===== src/rtl/zbuf_writer.sv =====
// Depth-tested framebuffer writer: clears depth/colour at frame start, then runs a
// 4-stage read-compare-write pipeline. Optional ZBUF_STATS_EN adds write/reject counters.
module zbuf_writer #(
    parameter int                     FB_HRES     = 320,
    parameter int                     FB_VRES     = 180,
    parameter int                     ZWIDTH      = 16,
    parameter int                     COLOR_WIDTH = 16,
    parameter logic [COLOR_WIDTH-1:0] CLEAR_COLOR = '0,
    localparam int                    NPIX        = FB_HRES * FB_VRES,
    localparam int                    AW          = $clog2(NPIX)
) (
    input  logic                   clk_in,
    input  logic                   rst_n_in,
    input  logic                   clear_in,
    input  logic                   valid_in,
    output logic                   ready_out,
    input  logic [AW-1:0]          addr_in,
    input  logic [ZWIDTH-1:0]      z_in,
    input  logic [COLOR_WIDTH-1:0] color_in,
    input  logic                   last_pixel_in,
    output logic [AW-1:0]          zrd_addr_out,
    input  logic [ZWIDTH-1:0]      zrd_data_in,
    output logic                   zwr_en_out,
    output logic [AW-1:0]          zwr_addr_out,
    output logic [ZWIDTH-1:0]      zwr_data_out,
    output logic                   fbwr_en_out,
    output logic [AW-1:0]          fbwr_addr_out,
    output logic [COLOR_WIDTH-1:0] fbwr_data_out,
    output logic                   frame_done_out
`ifdef ZBUF_STATS_EN
    ,
    output logic [AW:0]            written_count_out,
    output logic [AW:0]            rejected_count_out
`endif
);

    localparam logic [ZWIDTH-1:0] Z_FAR     = {1'b0, {(ZWIDTH-1){1'b1}}};
    localparam logic [AW-1:0]     LAST_ADDR = AW'(NPIX - 1);

    typedef enum logic [1:0] {IDLE, CLEAR, RUN, DRAIN} state_t;

    state_t                 r_state;
    state_t                 w_state_nxt;
    logic [AW-1:0]          r_clr_cnt;
    logic                   w_clr_active;
    logic                   w_hazard;
    logic                   w_accept;
    logic                   w_pass;

    logic                   r_v1, r_v2, r_v3;
    logic [AW-1:0]          r_a1, r_a2, r_a3;
    logic [ZWIDTH-1:0]      r_z1, r_z2;
    logic [COLOR_WIDTH-1:0] r_c1, r_c2;

    logic                   r_wr_en;
    logic [AW-1:0]          r_wr_addr;
    logic [ZWIDTH-1:0]      r_wr_z;
    logic [COLOR_WIDTH-1:0] r_wr_c;

    // Stage 3 is included so a new read never races the BRAM write of the same address.
    assign w_hazard = (r_v1 && (r_a1 == addr_in)) ||
                      (r_v2 && (r_a2 == addr_in)) ||
                      (r_v3 && (r_a3 == addr_in));
    assign w_accept     = valid_in && ready_out;
    assign w_pass       = $signed(r_z2) < $signed(zrd_data_in);
    assign zrd_addr_out = w_accept ? addr_in : '0;

    always_ff @(posedge clk_in or negedge rst_n_in) begin
        if (!rst_n_in) begin
            r_state <= IDLE;
        end else begin
            r_state <= w_state_nxt;
        end
    end

    always_comb begin
        w_state_nxt    = r_state;
        ready_out      = 1'b0;
        frame_done_out = 1'b0;
        w_clr_active   = 1'b0;
        case (r_state)
            IDLE: begin
                if (clear_in) w_state_nxt = CLEAR;
            end
            CLEAR: begin
                w_clr_active = 1'b1;
                if (r_clr_cnt == LAST_ADDR) w_state_nxt = RUN;
            end
            RUN: begin
                ready_out = !w_hazard;
                if (valid_in && !w_hazard && last_pixel_in) w_state_nxt = DRAIN;
            end
            DRAIN: begin
                if (!r_v1 && !r_v2 && !r_v3) begin
                    frame_done_out = 1'b1;
                    w_state_nxt    = IDLE;
                end
            end
            default: w_state_nxt = IDLE;
        endcase
    end

    always_ff @(posedge clk_in or negedge rst_n_in) begin
        if (!rst_n_in) begin
            r_clr_cnt <= '0;
        end else if (r_state == IDLE && clear_in) begin
            r_clr_cnt <= '0;
        end else if (r_state == CLEAR && r_clr_cnt != LAST_ADDR) begin
            r_clr_cnt <= r_clr_cnt + AW'(1);
        end
    end

    always_ff @(posedge clk_in or negedge rst_n_in) begin
        if (!rst_n_in) begin
            r_v1      <= 1'b0;
            r_v2      <= 1'b0;
            r_v3      <= 1'b0;
            r_a1      <= '0;
            r_a2      <= '0;
            r_a3      <= '0;
            r_z1      <= '0;
            r_z2      <= '0;
            r_c1      <= '0;
            r_c2      <= '0;
            r_wr_en   <= 1'b0;
            r_wr_addr <= '0;
            r_wr_z    <= '0;
            r_wr_c    <= '0;
        end else begin
            r_v1 <= w_accept;
            if (w_accept) begin
                r_a1 <= addr_in;
                r_z1 <= z_in;
                r_c1 <= color_in;
            end
            r_v2    <= r_v1;
            r_a2    <= r_a1;
            r_z2    <= r_z1;
            r_c2    <= r_c1;
            r_v3    <= r_v2;
            r_a3    <= r_a2;
            // Read data for stage 2 arrives this cycle; the result is written next cycle.
            r_wr_en <= r_v2 && w_pass;
            if (r_v2) begin
                r_wr_addr <= r_a2;
                r_wr_z    <= r_z2;
                r_wr_c    <= r_c2;
            end
        end
    end

    assign zwr_en_out    = w_clr_active | r_wr_en;
    assign fbwr_en_out   = w_clr_active | r_wr_en;
    assign zwr_addr_out  = w_clr_active ? r_clr_cnt : r_wr_addr;
    assign fbwr_addr_out = w_clr_active ? r_clr_cnt : r_wr_addr;
    assign zwr_data_out  = w_clr_active ? Z_FAR : r_wr_z;
    assign fbwr_data_out = w_clr_active ? CLEAR_COLOR : r_wr_c;

`ifdef ZBUF_STATS_EN
    logic [AW:0] r_written_cnt;
    logic [AW:0] r_rejected_cnt;

    always_ff @(posedge clk_in or negedge rst_n_in) begin
        if (!rst_n_in) begin
            r_written_cnt  <= '0;
            r_rejected_cnt <= '0;
        end else if (r_state == IDLE && clear_in) begin
            r_written_cnt  <= '0;
            r_rejected_cnt <= '0;
        end else if (r_v2) begin
            if (w_pass) begin
                if (r_written_cnt != '1) r_written_cnt <= r_written_cnt + (AW+1)'(1);
            end else begin
                if (r_rejected_cnt != '1) r_rejected_cnt <= r_rejected_cnt + (AW+1)'(1);
            end
        end
    end

    assign written_count_out  = r_written_cnt;
    assign rejected_count_out = r_rejected_cnt;
`endif

endmodule


===== config.mk =====
export PLATFORM = sky130hd
export DESIGN_NAME = zbuf_writer
export DESIGN_NICKNAME = d
export VERILOG_FILES = /design/src/rtl/zbuf_writer.sv
export SDC_FILE = /design/constraint.sdc
export NUM_CORES = 1
export LEC_CHECK = 0
export CAP_MARGIN = 20
export CORE_UTILIZATION = 40
export CTS_BUF_LIST = sky130_fd_sc_hd__clkbuf_4 sky130_fd_sc_hd__clkbuf_8
export CTS_CLUSTER_DIAMETER = 40
export CTS_CLUSTER_SIZE = 28
export DETAILED_ROUTE_END_ITERATION = 8
export DONT_BUFFER_PORTS = 1
export GPL_TIMING_DRIVEN = 0
export MAX_ROUTING_LAYER = met4
export PLACE_DENSITY = 0.6
export SLEW_MARGIN = 20
export SYNTH_ARGS = -nofsm -noshare
export SYNTH_HDL_FRONTEND = slang
export SYNTH_SLANG_ARGS = --single-unit

===== constraint.sdc =====
create_clock -name clk_in -period 5.82 [get_ports clk_in]
set_clock_uncertainty 0.1 [all_clocks]
set_input_delay 1.455 -clock clk_in [delete_from_list [all_inputs] [get_ports clk_in]]
set_output_delay 1.455 -clock clk_in [all_outputs]
set_load 0.03 [all_outputs]

==> flow_summary.ini, run 1 <==
[hold_path]
min_path_type = reg -> reg

[route]
ant_nets = 0
wirelength_um = 16400
via_per_inst = 4.96
num_vias = 4485
first_pass_iters = 4
drc = 0
drt_iter0_markers = 230
routedWlPerCell_um = 18.1

[synthesis]
post-synth-top-count-cell = dfrtp_1
seq_area_frac_synth = 0.565
synth_area_sq_mm = 0.00807
synth_common_cells = dfrtp_1, mux2_2, xor2_1
ys_seq_elements = 182
yosys.area.top_type = dfrtp_1
ys_warn_count = 0
ys_async_sr_fraction = 1.00
ys.flop_type = dfrtp_1
syn-num-nets = 698
avgSynthCellArea_sq_um = 13.3
synthCells = 608
synth.area.top_cells = dfrtp_1, mux2_2, mux2_4, xor2_1, ha_1
yosys.cell_types.count = 47
synth-edff-count = 0
synth_top_area_frac = 0.565

[clock_tree]
h-tree-depth = 4
clock_latency_ps = 460
cts_tree = done
cts_max_path_buffers = 2
clkSinkCount = 182
cts_root_buf = clkbuf_8
clk_pin_slew_ps = 100
postCtsSetupBuffers = 0
cts.repair.resized = 0
cts_buffers = 17
cts_hold_buf = 0

[pwr]
ir_worst_vdd_v = 0.000269
p_per_area_mw_per_mm2 = 597
p_leak_nw = 4.09

[floorplan]
die_h_um = 144
io_pins = 153
core_sq_mm = 0.0196
die_area_sq_mm = 0.0207
rows = 51
fp.dieW_um = 144
initial_utilization = 0.412

[finish]
utilization = 0.448
drive_above_1_share = 0.292
antennaDiodeCount = 0
regArea_sq_mm = 0.00455
num-nets-final = 717
multi_input_area_sq_mm = 0.00308
syn_to_final_growth_pct = 8.69
fillers = 1793

[timing]
fin_setup_tns_ps = 0
setup_viol = 0
fmax_mhz = 207
slew_headroom = 0.539
min_period_ps = 4830
drv_slew = 0
finalHoldViolations = 0
fin_crit_sh = 0.831
tightest_slew_ps = 692
rsz0062_at_grt = no

[placement]
port-buffer-count = 0
gp_congestion = 0.911
hpwl_um = 11800

[worst_setup_path]
endpoint_kind = output port
cp-start-kind = input pin
crit_chain = xnor2_1 > nand4_1 > nor4_1 > nand4_1 > nand4_2 > buf_12 > buf_6 > buf_6 > nor2_1
cpPeakStageDelay_ps = 310
cp_slowest_cell = nand4_1
path_max_fanout = 10
worstSetupPathType = in -> out
arrival_ps = 3280
worstPathRequired_ps = 4260

[job]
cap_violations = 0

[global_routing]
grtUsageTotal = 0.176
gr-total-overflow = 0
grt_pass1_wl_um = 25800
antenna_found_initial = 0
grt_max_degree = 183
grt_pass1_vias = 4770

[run_status]
outcome = finished clean
-- sequential cells by signal, indices dropped and copies added, names as in the netlist --
| register | cells |
|---|---|
| r_wr_z | 16 |
| r_c2 | 16 |
| r_clr_cnt | 16 |
| r_wr_addr | 16 |
| r_wr_c | 16 |
| r_wr_en | 1 |
| r_a1 | 16 |
| r_v3 | 1 |
| r_a2 | 16 |
| r_z1 | 16 |
| r_state | 2 |
| r_z2 | 16 |
| r_a3 | 16 |
| r_v2 | 1 |
| r_c1 | 16 |
| r_v1 | 1 |
-- area by class of cell --
cell class	count	share of cell area
tap	265	0.0378
buffer	38	0.0333
clock buffer	17	0.0267
inverter	37	0.0158
clock inverter	15	0.0154
multi-input combinational	351	0.352
sequential	182	0.519
-- per-layer routing --
| metal | part of all wire | track usage | vias to the layer above |
|---|---|---|---|
| met3 | 0.061 | 0.0510 | 16 |
| met4 | 0.016 | 0.0571 | 0 |
| met2 | 0.48 | 0.273 | 122 |
| met5 | 0 | - | - |
| met1 | 0.44 | 0.221 | 2280 |
| li1 | - | - | 2067 |
-- final timing paths --
kind / from / end / slack (ps) / cells after the start
worst min register to register: r_z1[15] / r_z2[15] / 270 / 0
min in group asynchronous: rst_n_in / r_wr_z[9] / 580 / 0
worst max-delay path: addr_in[0] / zrd_addr_out[13] / 990 / 9
max in group asynchronous: rst_n_in / r_state[0] / 4830 / 0
worst max register to register: r_a2[8] / r_a1[13] / 3280 / 7
worst min-delay path: r_z1[15] / r_z2[15] / 270 / 0
-- per-stage QoR --
stage | setup WS (ps) | power (mW) | cells | hold slack (ps) | area, sq um
finish | 986 | 5.23 | 905 | 269 | 8770
global route | 876 | 5.57 | 905 | 285 | 8770
CTS | 926 | 5.30 | 905 | 271 | 8770
detailed placement | 947 | 4.47 | 873 | 259 | 8400
global placement | 979 | 4.42 | 873 | 255 | 8400
floorplan | 1400 | 4.06 | 608 | 249 | 8070
-- critical path, delay by kind of cell --
| family | cells | cell delay (ps) |
|---|---|---|
| AND/OR/NAND/NOR | 5 | 1080 |
| buffers and inverters | 3 | 540 |
| XOR/XNOR | 1 | 190 |
-- report_power, final --
group | total (mW) | internal, mW | switching [mW]
combinational | 2.21 | 0.916 | 1.29
clock | 0.806 | 0.313 | 0.493
sequential | 2.22 | 1.85 | 0.366
-- logic make-up after synthesis --
| logic type | Yosys count | synth area share |
|---|---|---|
| multiplexers | 113 | 0.172 |
| AO/OA/AOI/OAI | 19 | 0.0183 |
| AND/OR/NAND/NOR | 135 | 0.0912 |
| adder cells (fa/ha/maj) | 21 | 0.0326 |
| buffers and inverters | 75 | 0.0534 |
| flip-flops | 182 | 0.565 |
| XOR/XNOR | 63 | 0.0684 |
-- layout by cell type, fill, tap and decap left out, types with 18 or more instances in the layout --
cell | Yosys | routed
dfrtp_1 | 182 | 182
xor2_1 | 45 | 45
nor2_1 | 40 | 40
xnor2_1 | 18 | 18
mux2_4 | 30 | 30
inv_1 | 37 | 37
mux2_2 | 80 | 80
ha_1 | 21 | 21
buf_4 | 18 | 18
Power figures use the tool's default switching activity.
==> run 2, diff against run 1 <==
- ABC_AREA: not set -> 1
- clock period: 5.82 -> 4.95 ns (I/O delays scaled with it)
==> run 2 against run 1 <==
- global-route usage up 3.2 points
- first-iteration DRC count up 64%
- synthesized area up 4.2%
- non-clock buffer count up 25
- combinational power about the same
- clock-buffer cell count up 4
- critical path depth down 2
- final cell count up 43%
- sequential cell count unchanged
- critical path type is now reg -> out
- largest power group unchanged
- highest routed layer unchanged
==> flow_summary.ini, run 2 <==
[synthesis]
synth_fa_ha_area_frac = 0.0313
ys_warn_count = 0
muxShareOfSynthArea = 0
yosys.area.top_type = dfrtp_1
synth_area_sq_mm = 0.00840
synth_xor_area_frac = 0.0208
seq_area_frac_synth = 0.542
post-synth-top-count-cell = nand2_1
synth_top_area_frac = 0.542
synth_top_family_by_area = simple AND/OR/NAND/NOR gates
synthCells = 991
synth_common_cells = nand2_1, dfrtp_1, inv_1
ys_async_sr_fraction = 1.00
synth.area.top_cells = dfrtp_1, nand2_1, inv_1, o21ai_0, nand4_1
syn-num-nets = 1081
yosys.cell_types.count = 31
ys.flop_type = dfrtp_1
avgSynthCellArea_sq_um = 8.48
synth-edff-count = 0
yosys.area_share.simple = 0.232
synth-compound-area-share = 0.0672
ys_seq_elements = 182

[hold_path]
min_path_type = reg -> reg
hold_depth = 0
hold_path_end = r_c2[3]
hp-start = r_c1[3]

[route]
routedWlPerCell_um = 15.8
wirelength_um = 20400
ant_nets = 0
drc = 0
via_per_inst = 4.87
num_vias = 6309
drt_iter0_markers = 377
first_pass_iters = 4

[worst_setup_path]
r2r_slack_ps = 2780
worstSetupPathType = reg -> out
worstReg2RegEnd = r_clr_cnt[9]
endpoint_kind = output port
reg2reg_from = r_clr_cnt[0]
cpPeakStageDelay_ps = 540
crit_chain = inv_1 > ha_1 > clkbuf_1 > clkbuf_1 > nand2_1 > o21ai_0 > buf_4
path_max_fanout = 10
cp_slowest_cell = clkbuf_1
path_common_cell = clkbuf_1
cp_top_family = buffers and inverters
worstPathRequired_ps = 3610
arrival_ps = 2890
cp-start-kind = flip-flop
r2r_cells = 10
critPathBufInv = 4

[finish]
antennaDiodeCount = 0
drive_above_1_share = 0.0771
final_common_cell = nand2_1
num-nets-final = 1102
final_cell_mix = nand2_1, dfrtp_1, inv_1
syn_to_final_growth_pct = 9.16
fillers = 2046

[floorplan]
die_area_sq_mm = 0.0216
io_pins = 153
rows = 52
fp.dieW_um = 147
initial_utilization = 0.411
core_sq_mm = 0.0204
die_h_um = 147

[placement]
gp_congestion = 0.877
dp_slack_ps = 818
hpwl_um = 14900
port-buffer-count = 0

[pwr]
p_switching_mw = 2.53
power_frac_seq = 0.426
p_comb_frac = 0.387
p_per_area_mw_per_mm2 = 623
swShare = 0.443
internal-power_mw = 3.18
clkPwrFrac = 0.187
ir_worst_vdd_v = 0.000181
p_leak_nw = 4.69

[timing]
fmax_mhz = 237
rsz0062_at_grt = no
slew_headroom = 0.262
fin_setup_tns_ps = 0
drv_slew = 0
min_period_ps = 4230
worst_slack_ps = 723
finalHoldViolations = 0
tightest_slew_ps = 1100
fin_crit_sh = 0.854
setup_viol = 0

[clock_tree]
cts_tree = done
cts_max_path_buffers = 2
cts_root_buf = clkbuf_8
clk_pin_slew_ps = 90
cts_hold_buf = 0
clkSinkCount = 182
cts.repair.resized = 0
clock_latency_ps = 460
h-tree-depth = 4
cts_buffers = 17
postCtsSetupBuffers = 0

[run_status]
outcome = finished clean

[global_routing]
grtUsageTotal = 0.208
grt_max_degree = 183
gr-total-overflow = 0
grt_pass1_wl_um = 33500
antenna_found_initial = 0
grt_pass1_vias = 6388

[job]
cap_violations = 0
run 2: changes by cell type in the layout (fill, tap and decap cells not counted), moves of 9 or more:
| cell | delta |
|---|---|
| nand3_1 | +11 |
| mux2_4 | -30 |
| inv_1 | +103 |
| nor2b_1 | -17 |
| clkbuf_1 | +17 |
| nand4_1 | +51 |
| nand2_1 | +281 |
| a21oi_1 | +13 |
| xor2_1 | -39 |
| or2_2 | -13 |
| o21ai_0 | +81 |
| nor2_1 | +9 |
| mux2_2 | -80 |
run 2: logic make-up after synthesis:
logic type,after synthesis
adders and majority gates,21
buffers and inverters,209
and+or+nand+nor,448
DFF,182
xor gates and xnor gates,20
AOI/OAI and AO/OA,111
run 2: how the worst max path moves through the flow:
stage | start | end | cells after the start
global route | r_state[1] | zwr_addr_out[14] | 7
global placement | addr_in[7] | zrd_addr_out[11] | 12
finish | r_state[1] | zwr_addr_out[13] | 7
detailed placement | addr_in[7] | zrd_addr_out[10] | 12
floorplan | addr_in[13] | zrd_addr_out[10] | 10
CTS | r_state[1] | zwr_addr_out[15] | 7
run 2: layer usage:
metal | GRT usage | up-vias | wire (um)
li1 | - | 3151 | -
met1 | 0.278 | 3003 | 9650
met3 | 0.0441 | 22 | 834
met5 | - | - | 0
met2 | 0.315 | 133 | 9560
met4 | 0.0722 | 0 | 401
run 2: metrics by stage:
stage	area, sq um	hold slack (ps)	util	total power, mW	instances
2_1_floorplan	8400	249	-	4.19	991
3_3_place_gp	8740	250	0.428	4.63	1261
3_5_place_dp	8750	260	0.428	4.70	1263
4_1_cts	9170	280	0.449	5.77	1295
5_1_grt	9170	293	0.449	6.15	1295
6_report	9170	279	0.449	5.71	1295
run 2: final cells by class:
| class | instances | area [sq um] | share of cell area |
|---|---|---|---|
| Buffer | 61 | 345 | 0.0376 |
| Clock buffer | 21 | 283 | 0.0308 |
| Clock inverter | 11 | 138 | 0.0150 |
| Inverter | 148 | 556 | 0.0606 |
| Multi-Input combinational cell | 600 | 2950 | 0.321 |
| Sequential cell | 182 | 4550 | 0.497 |
| Tap cell | 270 | 338 | 0.0368 |
| Timing Repair Buffer | 2 | 11.3 | 0.00123 |
run 2: power groups by stage:
| stage | clock network [mW] | logic (mW) | registers [mW] |
|---|---|---|---|
| 2_1_floorplan | 0 | 1.84 | 2.35 |
| 4_1_cts | 1.10 | 2.24 | 2.43 |
| 3_3_place_gp | 0 | 2.19 | 2.44 |
| 3_5_place_dp | 0 | 2.24 | 2.46 |
| 6_report | 1.07 | 2.21 | 2.43 |
| 5_1_grt | 1.15 | 2.49 | 2.51 |
==> run 3, diff against run 2 <==
- CORE_ASPECT_RATIO: not set -> 0.5
- REMOVE_ABC_BUFFERS: not set -> 1
==> run 3 against run 2 <==
- the flow now finishes with violations (DRC)
- design area is 2.0% lower
- sequential power barely moved
- sequential cell count did not move
- critical path type is now in -> out
- critical endpoint is now zrd_addr_out[15]
- highest routed layer unchanged
==> flow_summary.ini, run 3 (synthesis gave the netlist of run 2 again) <==
[finish]
drive_above_1_share = 0.0715
num-nets-final = 1042
final_common_cell = nand2_1
syn_to_final_growth_pct = 6.97
final_cell_mix = nand2_1, dfrtp_1, inv_1
utilization = 0.437
antennaDiodeCount = 0

[route]
ant_nets = 0
via_per_inst = 4.87
num_vias = 6027
drt_iter0_markers = 373
first_pass_iters = 8
wirelength_um = 18500
drc = 5
routedWlPerCell_um = 14.9

[timing]
min_period_ps = 4300
setup_viol = 0
fin_crit_sh = 0.869
fin_setup_tns_ps = 0
drv_slew = 0
rsz0062_at_grt = no
fmax_mhz = 232
finalHoldViolations = 0
slew_headroom = 0.249
tightest_slew_ps = 1120

[pwr]
p_leak_nw = 4.57
p_per_area_mw_per_mm2 = 627
ir_worst_vdd_v = 0.000207

[clock_tree]
cts_tree = done
cts_max_path_buffers = 2
clock_latency_ps = 470
cts_buffers = 17
cts_hold_buf = 0
cts.repair.resized = 0
clk_pin_slew_ps = 100
h-tree-depth = 4
clkSinkCount = 182
cts_root_buf = clkbuf_8
postCtsSetupBuffers = 0

[run_status]
outcome = complete, but fails checks
violations = DRC

[floorplan]
die_area_sq_mm = 0.0216
die_h_um = 104
initial_utilization = 0.409
io_pins = 153
rows = 37
core_sq_mm = 0.0206
fp.dieW_um = 207

[global_routing]
antenna_found_initial = 0
grt_pass1_wl_um = 30200
gr-total-overflow = 0
grtUsageTotal = 0.186
grt_max_degree = 183
grt_pass1_vias = 5998

[placement]
gp_congestion = 0.857
hpwl_um = 12500
port-buffer-count = 0

[job]
cap_violations = 0

[worst_setup_path]
worstSetupPathType = in -> out
worstPathRequired_ps = 3610
cp-start-kind = input pin
path_max_fanout = 30
arrival_ps = 2960
endpoint_kind = output port

[hold_path]
min_path_type = reg -> reg
[run 3: cell count changes in the layout (fill, tap and decap cells not counted), sizes merged]
cell	delta
clkbuf	-29
inv	-2
bufinv	+2
clkinvlp	+1
buf	-32
[run 3: through the flow]
step           total power, mW  setup WS, ps  instances  hold WS [ps]  cell area [sq um]
5_1_grt                   6.07           433       1238           283               8990
3_3_place_gp              4.41          -944       1203           258               8400
6_report                  5.63           649       1238           271               8990
4_1_cts                   5.70           596       1238           270               8990
2_1_floorplan             4.03           517        930           254               8060
3_5_place_dp              4.57           603       1206           261               8550
[run 3: path summary, 6_finish.rpt]
check	startpoint	endpoint	slack, ps	cells after the start
min reg2reg	r_c1[14]	r_c2[14]	270	0
min in group asynchronous	rst_n_in	r_z1[12]	360	0
min	r_c1[14]	r_c2[14]	270	0
max	addr_in[7]	zrd_addr_out[15]	650	10
max reg2reg	r_v2	r_a1[5]	1930	9
max in group asynchronous	rst_n_in	r_c2[12]	4090	0
[run 3: power by group]
part           switching (mW)  internal [mW]  total [mW]
Clock                   0.539          0.583        1.12
Combinational            1.56          0.506        2.06
Sequential              0.359           2.09        2.45
[run 3: critical path, cell delays in order]
cell     delay [ps]
inv_1            60
o21ai_0         170
inv_1            60
nand3_1          80
nor2_1           60
nand2_1          80
and3_2          520
buf_12          260
nand4_1         140
inv_1           280
[run 3: routing by layer]
metal / GRT usage / share of wire / up-vias
met5: - / 0 / -
met3: 0.0439 / 0.042 / 20
li1: - / - / 3038
met1: 0.243 / 0.48 / 2867
met4: 0.0532 / 0.012 / 0
met2: 0.287 / 0.47 / 102
[run 3: cell type report]
class | instances | area (sq um)
Multi-Input combinational cell | 600 | 3030
Clock buffer | 20 | 269
Clock inverter | 12 | 174
Inverter | 148 | 556
Sequential cell | 182 | 4560
Fill cell | 2021 | 11600
Tap cell | 273 | 342
Timing Repair Buffer | 3 | 60.1
